## src/rtl/pipe_stage_elastic.sv

```systemverilog
// Two-entry elastic pipeline stage: a skid buffer that breaks the ready path while
// sustaining one word per cycle, with flush, global enable and a backpressure counter.
module pipe_stage_elastic #(
    parameter int DATA_W    = 64,
    parameter int CNT_W     = 16,
    parameter int FLUSH_CLR = 0
) (
    input  logic              clk,
    input  logic              arst,
    input  logic              en,
    input  logic              flush,
    input  logic              in_valid,
    input  logic [DATA_W-1:0] in_data,
    output logic              in_ready,
    output logic              out_valid,
    output logic [DATA_W-1:0] out_data,
    input  logic              out_ready,
    input  logic              cnt_clr,
    output logic [CNT_W-1:0]  stall_cnt,
    output logic [1:0]        occupancy
);

    typedef enum logic [1:0] {
        EMPTY = 2'd0,
        ONE   = 2'd1,
        FULL  = 2'd2
    } state_t;

    state_t            state_q, state_d;
    logic [DATA_W-1:0] main_q, main_d;
    logic [DATA_W-1:0] skid_q, skid_d;
    logic [CNT_W-1:0]  cnt_q, cnt_d;
    logic              accept;
    logic              pop;

    assign in_ready  = en && (state_q != FULL);
    assign out_valid = en && (state_q != EMPTY);
    assign accept    = in_valid && in_ready;
    assign pop       = out_valid && out_ready;
    assign out_data  = main_q;
    assign stall_cnt = cnt_q;
    assign occupancy = state_q;

    // Flush wins over every transition and works even while the stage is disabled.
    always_comb begin
        state_d = state_q;
        main_d  = main_q;
        skid_d  = skid_q;
        if (flush) begin
            state_d = EMPTY;
            if (FLUSH_CLR != 0) begin
                main_d = '0;
                skid_d = '0;
            end
        end else if (en) begin
            case (state_q)
                EMPTY: begin
                    if (accept) begin
                        state_d = ONE;
                        main_d  = in_data;
                    end
                end
                ONE: begin
                    if (accept && pop) begin
                        main_d = in_data;
                    end else if (accept) begin
                        state_d = FULL;
                        skid_d  = in_data;
                    end else if (pop) begin
                        state_d = EMPTY;
                    end
                end
                FULL: begin
                    if (pop) begin
                        state_d = ONE;
                        main_d  = skid_q;
                    end
                end
                default: state_d = EMPTY;
            endcase
        end
    end

    // out_valid already carries en, so a disabled stage never counts stalls.
    always_comb begin
        cnt_d = cnt_q;
        if (cnt_clr) begin
            cnt_d = '0;
        end else if (out_valid && !out_ready && (cnt_q != {CNT_W{1'b1}})) begin
            cnt_d = cnt_q + 1'b1;
        end
    end

    always_ff @(posedge clk or posedge arst) begin
        if (arst) begin
            state_q <= EMPTY;
            main_q  <= '0;
            skid_q  <= '0;
            cnt_q   <= '0;
        end else begin
            state_q <= state_d;
            main_q  <= main_d;
            skid_q  <= skid_d;
            cnt_q   <= cnt_d;
        end
    end

endmodule

```

## config.mk

```make
export PLATFORM = sky130hd
export DESIGN_NAME = pipe_stage_elastic
export DESIGN_NICKNAME = d
export VERILOG_FILES = /design/src/rtl/pipe_stage_elastic.sv
export SDC_FILE = /design/constraint.sdc
export NUM_CORES = 1
export LEC_CHECK = 0
export ABC_AREA = 1
export CAP_MARGIN = 25
export CORE_MARGIN = 4
export CORE_UTILIZATION = 45
export DETAILED_ROUTE_END_ITERATION = 16
export PLACE_DENSITY = 0.71
export SLEW_MARGIN = 10
export SYNTH_ARGS = -nofsm -noshare
export SYNTH_HDL_FRONTEND = slang
export SYNTH_SLANG_ARGS = --single-unit
```

## constraint.sdc

```tcl
create_clock -name clk -period 10.3 [get_ports clk]
set_clock_uncertainty 0.15 [all_clocks]
set_input_delay 3.09 -clock clk [delete_from_list [all_inputs] [get_ports clk]]
set_output_delay 3.09 -clock clk [all_outputs]
set_load 0.01 [all_outputs]
```

==> results by group, run 1 <==
Setup path
  – Kind of critical path: in -> out
  – Crit start category: input port
  – R2r endpoint: out_data[58]
  – R2R setup slack: 7320 ps
  – Crit Path Max Fanout: 4
  – Critical path data required time: 7060 ps
  – Worst reg2reg startpoint: occupancy[0]
  – CP arrival: 4350 ps
  – Worst reg-to-reg path cell count: 10
  – Setup crit end kind: output port

Clocking
  – Worst skew pair latency: 420 ps
  – Root Driver: clkbuf_16
  – H-tree depth: 4
  – CTS clock-pin slew for the worst setup and hold paths: 60 ps
  – Postcts setup bufs: 0
  – Num CTS Buffers: 17
  – Clk sinks: 146
  – CTS tree: done
  – Cts hold-fix bufs: 0
  – PostCTS Resize Cnt: 0
  – CTS Buffer Depth: 2

Detailed routing
  – Drt drc: 0
  – DRT iter0 DRCs: 416
  – Routed Antenna Nets: 0
  – Drt pass-1 iters: 5
  – Via density: 4.84
  – Routed vias: 5,433
  – Routed length per instance: 13.3 um
  – Final WL: 14.9 mm

Logic synthesis
  – Mapped Area: 6530 um2
  – Yosys top cell by area: dfrtp_1
  – Yosys top cell area share: 55.9%
  – Post-Syn Nets: 865
  – Yosys reg bits: 146
  – Mapped Cells: 793
  – Sequential-to-total area share from yosys stat: 55.9%
  – Synth area leaders: dfrtp_1 (56%), nand2_1 (14%), o21ai_0 (11%)
  – Cell variety after synth: 23
  – Yosys warning count: 0
  – Syn avg cell area: 8.24 um2

Power
  – Static leakage: 0.00425 uW
  – Power Density: 241 nW/um2
  – Peak supply drop: 0.135 mV

STA
  – Final Setup Violations: 0
  – Fin crit share: 73.7%
  – Slew Viols, Final: 0
  – Setup TNS: 0 ps
  – Final Hold Fails: 0
  – Worst-margin pin slew: 882 ps
  – RSZ-0062 raised after global routing: no
  – Max Fclk: 132 MHz
  – Final setup margin: 2710 ps
  – Slew Limit Headroom: 40.8%
  – Min Clock Period, post-route: 7590 ps

Final layout
  – Diodes inserted: 0
  – Layout Nets: 1,001
  – Final Util: 62.3%
  – Share of cells above drive strength 1: 5.10%
  – Area delta synth->final: 33.9%

Floorplan
  – DIE WIDTH: 128 um
  – Ports: 155
  – Die H: 128 um
  – Core area: 14,000 um2
  – Die area: 16,500 um2
  – Cell Rows: 43
  – Initial Utilization: 46.5%

Placement
  – IO buf count: 154
  – Gpl congestion: 0.919
  – DP HPWL: 9.93 mm
  – Post-place setup slack: 2700 ps

Hold path
  – Worst min path class: reg -> reg
  – Hold path cells: 2
  – Worst-case hold path end point: skid_q[60]
  – HP Start: skid_q[60]

GRT
  – Vias in the first global route: 5,075
  – Total GRT Usage: 19.0%
  – Antenna violations before repair: 1
  – First-pass GRT wire length: 25.0 mm
  – Largest net degree at the start of global routing: 130
  – Grt ovf: 0

Run status
  – Status: finished, final reports clean

Run
  – MaxCap Viol Count: 0
## worst max-delay path, cell delays in order
cell and delay, ps:
clkdlybuf4s50_1 520, inv_1 60, nor2_2 130, clkdlybuf4s50_1 550
## cells in the mapped netlist
| library cell | n |
|---|---|
| inv_2 | 2 |
| o21ai_1 | 65 |
| clkbuf_1 | 17 |
| inv_1 | 83 |
| a21oi_1 | 1 |
| clkbuf_2 | 1 |
| nand2_1 | 245 |
| nor2_1 | 22 |
| xnor2_1 | 1 |
| o21ai_0 | 140 |
| nand3_1 | 18 |
| xor2_1 | 4 |
| buf_6 | 7 |
| nand4_2 | 1 |
| or2_2 | 1 |
| nand4_1 | 12 |
| dfrtp_1 | 146 |
| nor2_2 | 3 |
| buf_4 | 2 |
| buf_1 | 1 |
| buf_2 | 16 |
| nor3_1 | 4 |
| ha_1 | 1 |
## state kept, by name, summed over array words and instances, names as in the netlist
name,count
occupancy,2
out_data,64
skid_q,64
stall_cnt,16
## placed cells by master, fill, tap and decap left out
cell type / n
xor2_1: 4
nand2_1: 244
buf_4: 5
nand4_4: 1
clkbuf_16: 17
inv_1: 82
inv_6: 1
xnor2_1: 1
o21ai_0: 140
clkinv_2: 5
nor3_1: 4
clkinv_4: 3
buf_6: 1
ha_1: 1
bufinv_16: 3
or2_2: 1
nor2_2: 3
nand3_1: 18
clkbuf_8: 1
nor2_1: 22
clkinvlp_4: 3
dfrtp_1: 146
a21oi_1: 1
buf_12: 1
inv_2: 2
nand2_4: 1
clkdlybuf4s50_1: 154
nand4_1: 12
o21ai_1: 65
## metal layers
metal | GRT usage [%] | part of all wire, % | routed length [um] | vias up
li1 | - | - | - | 2811
met1 | 25.4 | 45 | 6760 | 2478
met2 | 28.7 | 46 | 6830 | 124
met3 | 7.85 | 7.5 | 1120 | 18
met4 | 5.43 | 1.3 | 199 | 2
met5 | 0 | 0.080 | 12 | -
## power by group
group	internal (uW)	switching [uW]	total, uW
clock	386	237	622
sequential	795	116	912
combinational	306	264	570
total	1490	616	2100
## area by class of cell
cell class	instances	area (um2)
inverter	85	324
tap	180	225
clock buffer	18	439
fill	1213	5300
timing repair buffer	161	1610
clock inverter	14	164
multi-input combinational	518	2330
sequential	146	3650
## kinds of logic after synthesis
| kind of cell | count (synthesis) | synth area share, % |
|---|---|---|
| XOR/XNOR | 5 | 0.670 |
| AND/OR/NAND/NOR | 306 | 18.8 |
| AO/OA/AOI/OAI | 206 | 15.8 |
| buffers and inverters | 129 | 8.66 |
| adder cells (fa/ha/maj) | 1 | 0.192 |
| flip-flops | 146 | 55.9 |
## worst max path at each step
stage                     depth (start not counted)  start            to
after floorplan                                   1   arst  occupancy[0]
after detailed placement                          4     en     out_valid
final                                             4     en     out_valid
after global placement                            4     en     out_valid
after CTS                                         4     en     out_valid
after global routing                              4     en     out_valid
## per-stage QoR
stage	hold WS, ps	total power (uW)	instance area (um2)	cells
after CTS	332	2130	8710	1120
final	327	2100	8740	1122
after detailed placement	318	1500	8110	1088
after floorplan	298	1180	6530	793
after global placement	310	1480	8110	1088
after global routing	350	2250	8740	1122
(Power assumes the default switching activity.)
==> inputs of run 2 (changes only) <==
--- a/config.mk
+++ b/config.mk
@@ -10,7 +10,7 @@
 export CORE_MARGIN = 4
 export CORE_UTILIZATION = 45
 export DETAILED_ROUTE_END_ITERATION = 16
-export PLACE_DENSITY = 0.71
+export PLACE_DENSITY = 0.74
 export SLEW_MARGIN = 10
 export SYNTH_ARGS = -nofsm -noshare
 export SYNTH_HDL_FRONTEND = slang
==> constraint.sdc (replaced) <==
create_clock -name clk -period 6.61 [get_ports clk]
set_clock_uncertainty 0.15 [all_clocks]
set_input_delay 1.983 -clock clk [delete_from_list [all_inputs] [get_ports clk]]
set_output_delay 1.983 -clock clk [all_outputs]
set_load 0.01 [all_outputs]
==> run 2 against run 1 <==
  * Global-route usage grew 0.080 points
  * Utilization grew 0.27 points
  * Worst setup slack lost 1500 ps
  * Cell count is the same
  * Critical path depth is the same
  * Critical path type unchanged
  * Largest cell class unchanged
  * Highest routed layer is now met4
==> results by group, run 2 (synthesis gave the netlist of run 1 again) <==
GRT
  – Largest net degree at the start of global routing: 130
  – Total GRT Usage: 19.1%
  – Vias in the first global route: 5,131
  – Antenna violations before repair: 0
  – First-pass GRT wire length: 25.2 mm
  – Grt ovf: 0

Clocking
  – Root Driver: clkbuf_16
  – Clk sinks: 146
  – Cts hold-fix bufs: 0
  – CTS clock-pin slew for the worst setup and hold paths: 50 ps
  – H-tree depth: 4
  – CTS Buffer Depth: 2
  – PostCTS Resize Cnt: 0
  – CTS tree: done
  – Postcts setup bufs: 0
  – Worst skew pair latency: 410 ps
  – Num CTS Buffers: 17

STA
  – Fin Hold WS: 329 ps
  – Min Clock Period, post-route: 5400 ps
  – Final Setup Violations: 0
  – RSZ-0062 raised after global routing: no
  – Slew Limit Headroom: 38.2%
  – Final setup margin: 1210 ps
  – Slew Viols, Final: 0
  – Worst-margin pin slew: 921 ps
  – Final Hold Fails: 0
  – Max Fclk: 185 MHz
  – Fin crit share: 81.7%
  – Setup TNS: 0 ps

Final layout
  – Design Area, Final: 8780 um2
  – Commonest non-fill, non-tap cell in the layout: nand2_1
  – Number of fill cells: 1,218
  – Area delta synth->final: 34.5%
  – Share of cells above drive strength 1: 4.99%
  – Final Util: 62.5%
  – Layout Nets: 1,002
  – Multi-input logic area: 2330 um2
  – Register Area: 3650 um2
  – Commonest non-fill, non-tap cells in the layout: nand2_1 (244), clkdlybuf4s50_1 (154), dfrtp_1 (146)
  – Diodes inserted: 0

Setup path
  – CP max stage delay: 550 ps
  – Critical path data required time: 4480 ps
  – Kind of critical path: in -> out
  – Crit path top cell by count: clkdlybuf4s50_1
  – CP arrival: 3270 ps
  – WP depth: 4
  – Crit start category: input port
  – CP bufs+invs: 3
  – CP top delay family: buffers and inverters
  – CP max stage cell: clkdlybuf4s50_1
  – Setup crit end kind: output port
  – CP Cell Sequence: clkdlybuf4s50_1, inv_1, nor2_2, clkdlybuf4s50_1
  – Worst reg-to-reg path cell count: 10
  – Crit Path Max Fanout: 4

Detailed routing
  – DRT iter0 DRCs: 445
  – Drt drc: 0
  – Final WL: 15.2 mm
  – Drt pass-1 iters: 5
  – Routed Antenna Nets: 0
  – Via density: 4.94
  – Routed length per instance: 13.6 um
  – Routed vias: 5,541

Floorplan
  – Core area: 14,000 um2
  – Die H: 128 um
  – Cell Rows: 43
  – Die area: 16,500 um2
  – Initial Utilization: 46.5%
  – DIE WIDTH: 128 um
  – Ports: 155

Power
  – Peak supply drop: 0.170 mV
  – Static leakage: 0.00427 uW
  – Power Density: 378 nW/um2

Placement
  – Placed cell areas: 8120 um2
  – DP HPWL: 10.0 mm
  – Gpl congestion: 0.892
  – IO buf count: 154
  – Post-place setup slack: 1210 ps

Hold path
  – Hold path cells: 2
  – Worst min path class: reg -> reg

Run status
  – Status: finished, final reports clean

Run
  – MaxCap Viol Count: 0
-- run 2: power breakdown --
| group | internal (uW) | switching [uW] |
|---|---|---|
| clock | 646 | 356 |
| combinational | 480 | 417 |
| sequential | 1240 | 184 |
| total | 2360 | 958 |
-- run 2: tightest hold or removal path: cells and delay by family (launching register included) --
kind	cells	cell delay [ps]
flops	1	330
simple gates	1	50
compound gates	1	60
-- run 2: final timing paths --
| path | endpoint | slack (ps) | from |
|---|---|---|---|
| max in group asynchronous | out_data[32] | 3390 | arst |
| hold / removal | skid_q[34] | 330 | skid_q[34] |
| hold reg to reg | skid_q[34] | 330 | skid_q[34] |
| min in group asynchronous | out_data[22] | 1930 | arst |
| setup reg to reg | out_data[10] | 3830 | occupancy[0] |
| setup / recovery | out_valid | 1210 | en |
-- run 2: layer usage --
layer	wire length, um	track usage [%]
met2	7200	29.5
met3	1090	6.43
met5	0	0
met4	244	6.43
met1	6710	25.4
-- run 2: area by class of cell --
class                      count  area share, %
inverter                      85           3.69
clock buffer                  20           5.20
clock inverter                11           1.82
multi-input combinational    518           26.5
sequential                   146           41.6
timing repair buffer         162           18.6
tap                          180           2.56
-- run 2: metrics by stage --
| stage | std cells | total power, uW |
|---|---|---|
| floorplan | 793 | 1840 |
| global placement | 1089 | 2300 |
| detailed placement | 1089 | 2330 |
| CTS | 1120 | 3350 |
| global route | 1122 | 3530 |
| finish | 1122 | 3320 |
==> inputs of run 3 (changes only) <==
--- a/config.mk
+++ b/config.mk
@@ -10,7 +10,7 @@
 export CORE_MARGIN = 4
 export CORE_UTILIZATION = 45
 export DETAILED_ROUTE_END_ITERATION = 16
-export PLACE_DENSITY = 0.74
+export PLACE_DENSITY = 0.71
 export SLEW_MARGIN = 10
 export SYNTH_ARGS = -nofsm -noshare
 export SYNTH_HDL_FRONTEND = slang
==> constraint.sdc (replaced) <==
create_clock -name clk -period 5.4 [get_ports clk]
set_clock_uncertainty 0.15 [all_clocks]
set_input_delay 1.62 -clock clk [delete_from_list [all_inputs] [get_ports clk]]
set_output_delay 1.62 -clock clk [all_outputs]
set_load 0.01 [all_outputs]
==> run 3 against run 2 <==
  * Sequential share of layout area is 0.32 points lower
  * Die area stayed put
  * Power is 23% higher
  * Clock-buffer cell count is 2 lower
  * Worst hold slack hardly changed
==> results by group, run 3 (synthesis gave the netlist of run 1 again) <==
Run status
  – Status: finished, final reports clean

Clocking
  – Num CTS Buffers: 17
  – Clk sinks: 146
  – Worst skew pair latency: 410 ps
  – CTS clock-pin slew for the worst setup and hold paths: 60 ps
  – Cts hold-fix bufs: 0
  – H-tree depth: 4
  – CTS tree: done
  – PostCTS Resize Cnt: 0
  – Postcts setup bufs: 0
  – CTS Buffer Depth: 2
  – Root Driver: clkbuf_16

STA
  – Final setup margin: 738 ps
  – Fin crit share: 86.3%
  – Slew Limit Headroom: 40.7%
  – Setup TNS: 0 ps
  – Slew Viols, Final: 0
  – Max Fclk: 214 MHz
  – Final Hold Fails: 0
  – RSZ-0062 raised after global routing: no
  – Min Clock Period, post-route: 4660 ps
  – Final Setup Violations: 0
  – Worst-margin pin slew: 883 ps

Run
  – MaxCap Viol Count: 0

Setup path
  – Kind of critical path: in -> out
  – CP top delay family: buffers and inverters
  – Setup crit end kind: output port
  – CP arrival: 2890 ps
  – CP max stage delay: 550 ps
  – CP max stage cell: clkdlybuf4s50_1
  – Crit Path Max Fanout: 4
  – Crit start category: input port
  – Crit path top cell by count: clkdlybuf4s50_1
  – Critical path data required time: 3630 ps
  – CP bufs+invs: 3
  – CP Cell Sequence: clkdlybuf4s50_1, inv_1, nor2_2, clkdlybuf4s50_1

Final layout
  – Final std cells w/o fill: 1,125
  – Layout Nets: 1,004
  – Area delta synth->final: 35.5%
  – Commonest non-fill, non-tap cells in the layout: nand2_1 (244), clkdlybuf4s50_1 (154), dfrtp_1 (146)
  – Commonest non-fill, non-tap cell in the layout: nand2_1
  – Diodes inserted: 0
  – Design Area, Final: 8850 um2
  – Share of cells above drive strength 1: 5.40%

GRT
  – Largest net degree at the start of global routing: 130
  – Met1 Track Usage GR: 25.3%
  – Met2 usage: 29.6%
  – Antenna violations before repair: 0
  – Vias in the first global route: 5,162
  – First-pass GRT wire length: 25.4 mm
  – Met3 usage: 8.55%
  – Grt peak-use layer: met2
  – Grt ovf: 0
  – Total GRT Usage: 19.3%

Floorplan
  – Die H: 128 um
  – Initial Utilization: 46.5%
  – Ports: 155
  – Die area: 16,500 um2
  – DIE WIDTH: 128 um
  – Core area: 14,000 um2
  – Cell Rows: 43

Power
  – Peak supply drop: 0.320 mV
  – Static leakage: 0.00429 uW
  – Power Density: 463 nW/um2

Detailed routing
  – Final WL: 15.1 mm
  – DRT iter0 DRCs: 318
  – Via density: 4.86
  – Routed Antenna Nets: 0
  – Routed vias: 5,468
  – Drt drc: 0
  – Routed length per instance: 13.4 um
  – Drt pass-1 iters: 4

Placement
  – Gpl congestion: 0.888
  – Post-place setup slack: 746 ps
  – IO buf count: 154
  – Placed cell areas: 8190 um2
  – DP HPWL: 10.3 mm
  – Placed Cells: 1,092

Hold path
  – Worst min path class: reg -> reg
==> run 3: cell count changes in the layout (fill, tap and decap cells not counted) <==
cell        delta
buf_4          -1
buf_16         -1
clkinv_4       +2
clkbuf_1       -1
clkinv_2       -5
clkinvlp_4     +3
inv_6          +3
buf_12         +4
clkbuf_8       -1
==> run 3: path summary, 6_finish.rpt <==
check	endpoint	start	slack [ps]	cells after the start
worst max-delay path	out_valid	en	740	4
worst min-delay path	skid_q[14]	skid_q[14]	330	2
worst max register to register	out_data[23]	occupancy[0]	2660	9
worst min register to register	skid_q[14]	skid_q[14]	330	2
max in group asynchronous	stall_cnt[8]	arst	2830	3
min in group asynchronous	skid_q[52]	arst	1470	2
==> run 3: layout make-up <==
class | count | area (um2)
clock buffer | 18 | 439
clock inverter | 14 | 203
fill | 1227 | 5190
inverter | 85 | 323
multi-input combinational | 518 | 2330
sequential | 146 | 3650
tap | 180 | 225
timing repair buffer | 164 | 1680
==> run 3: routing by layer <==
layer  up-vias  wire length [um]  part of all wire, %
met5         -                 0                    0
met4         0               151                  1.0
met3        10              1130                  7.5
met2       120              6960                   46
met1      2518              6850                   45
li1       2820                 -                    -
==> run 3: through the flow <==
stage	power (uW)	utilization [%]	hold WS [ps]
floorplan	2250	-	298
global placement	2830	58.3	311
detailed placement	2860	58.3	318
CTS	4140	62.9	333
global route	4370	63.0	349
finish	4100	63.0	329
==> run 3: worst reg2reg max path, delay by kind of cell (launching register included) <==
family,cells,cell delay (ps)
AO/OA/AOI/OAI,1,60
flip-flops,1,470
AND/OR/NAND/NOR,5,990
buffers and inverters,3,970
==> run 3: power breakdown <==
part	leakage (uW)	total (uW)	switching (uW)	internal (uW)
logic	0.00212	1100	504	591
registers	0.00187	1740	222	1520
clock network	0.000300	1260	470	793
total	0.00429	4100	1200	2900
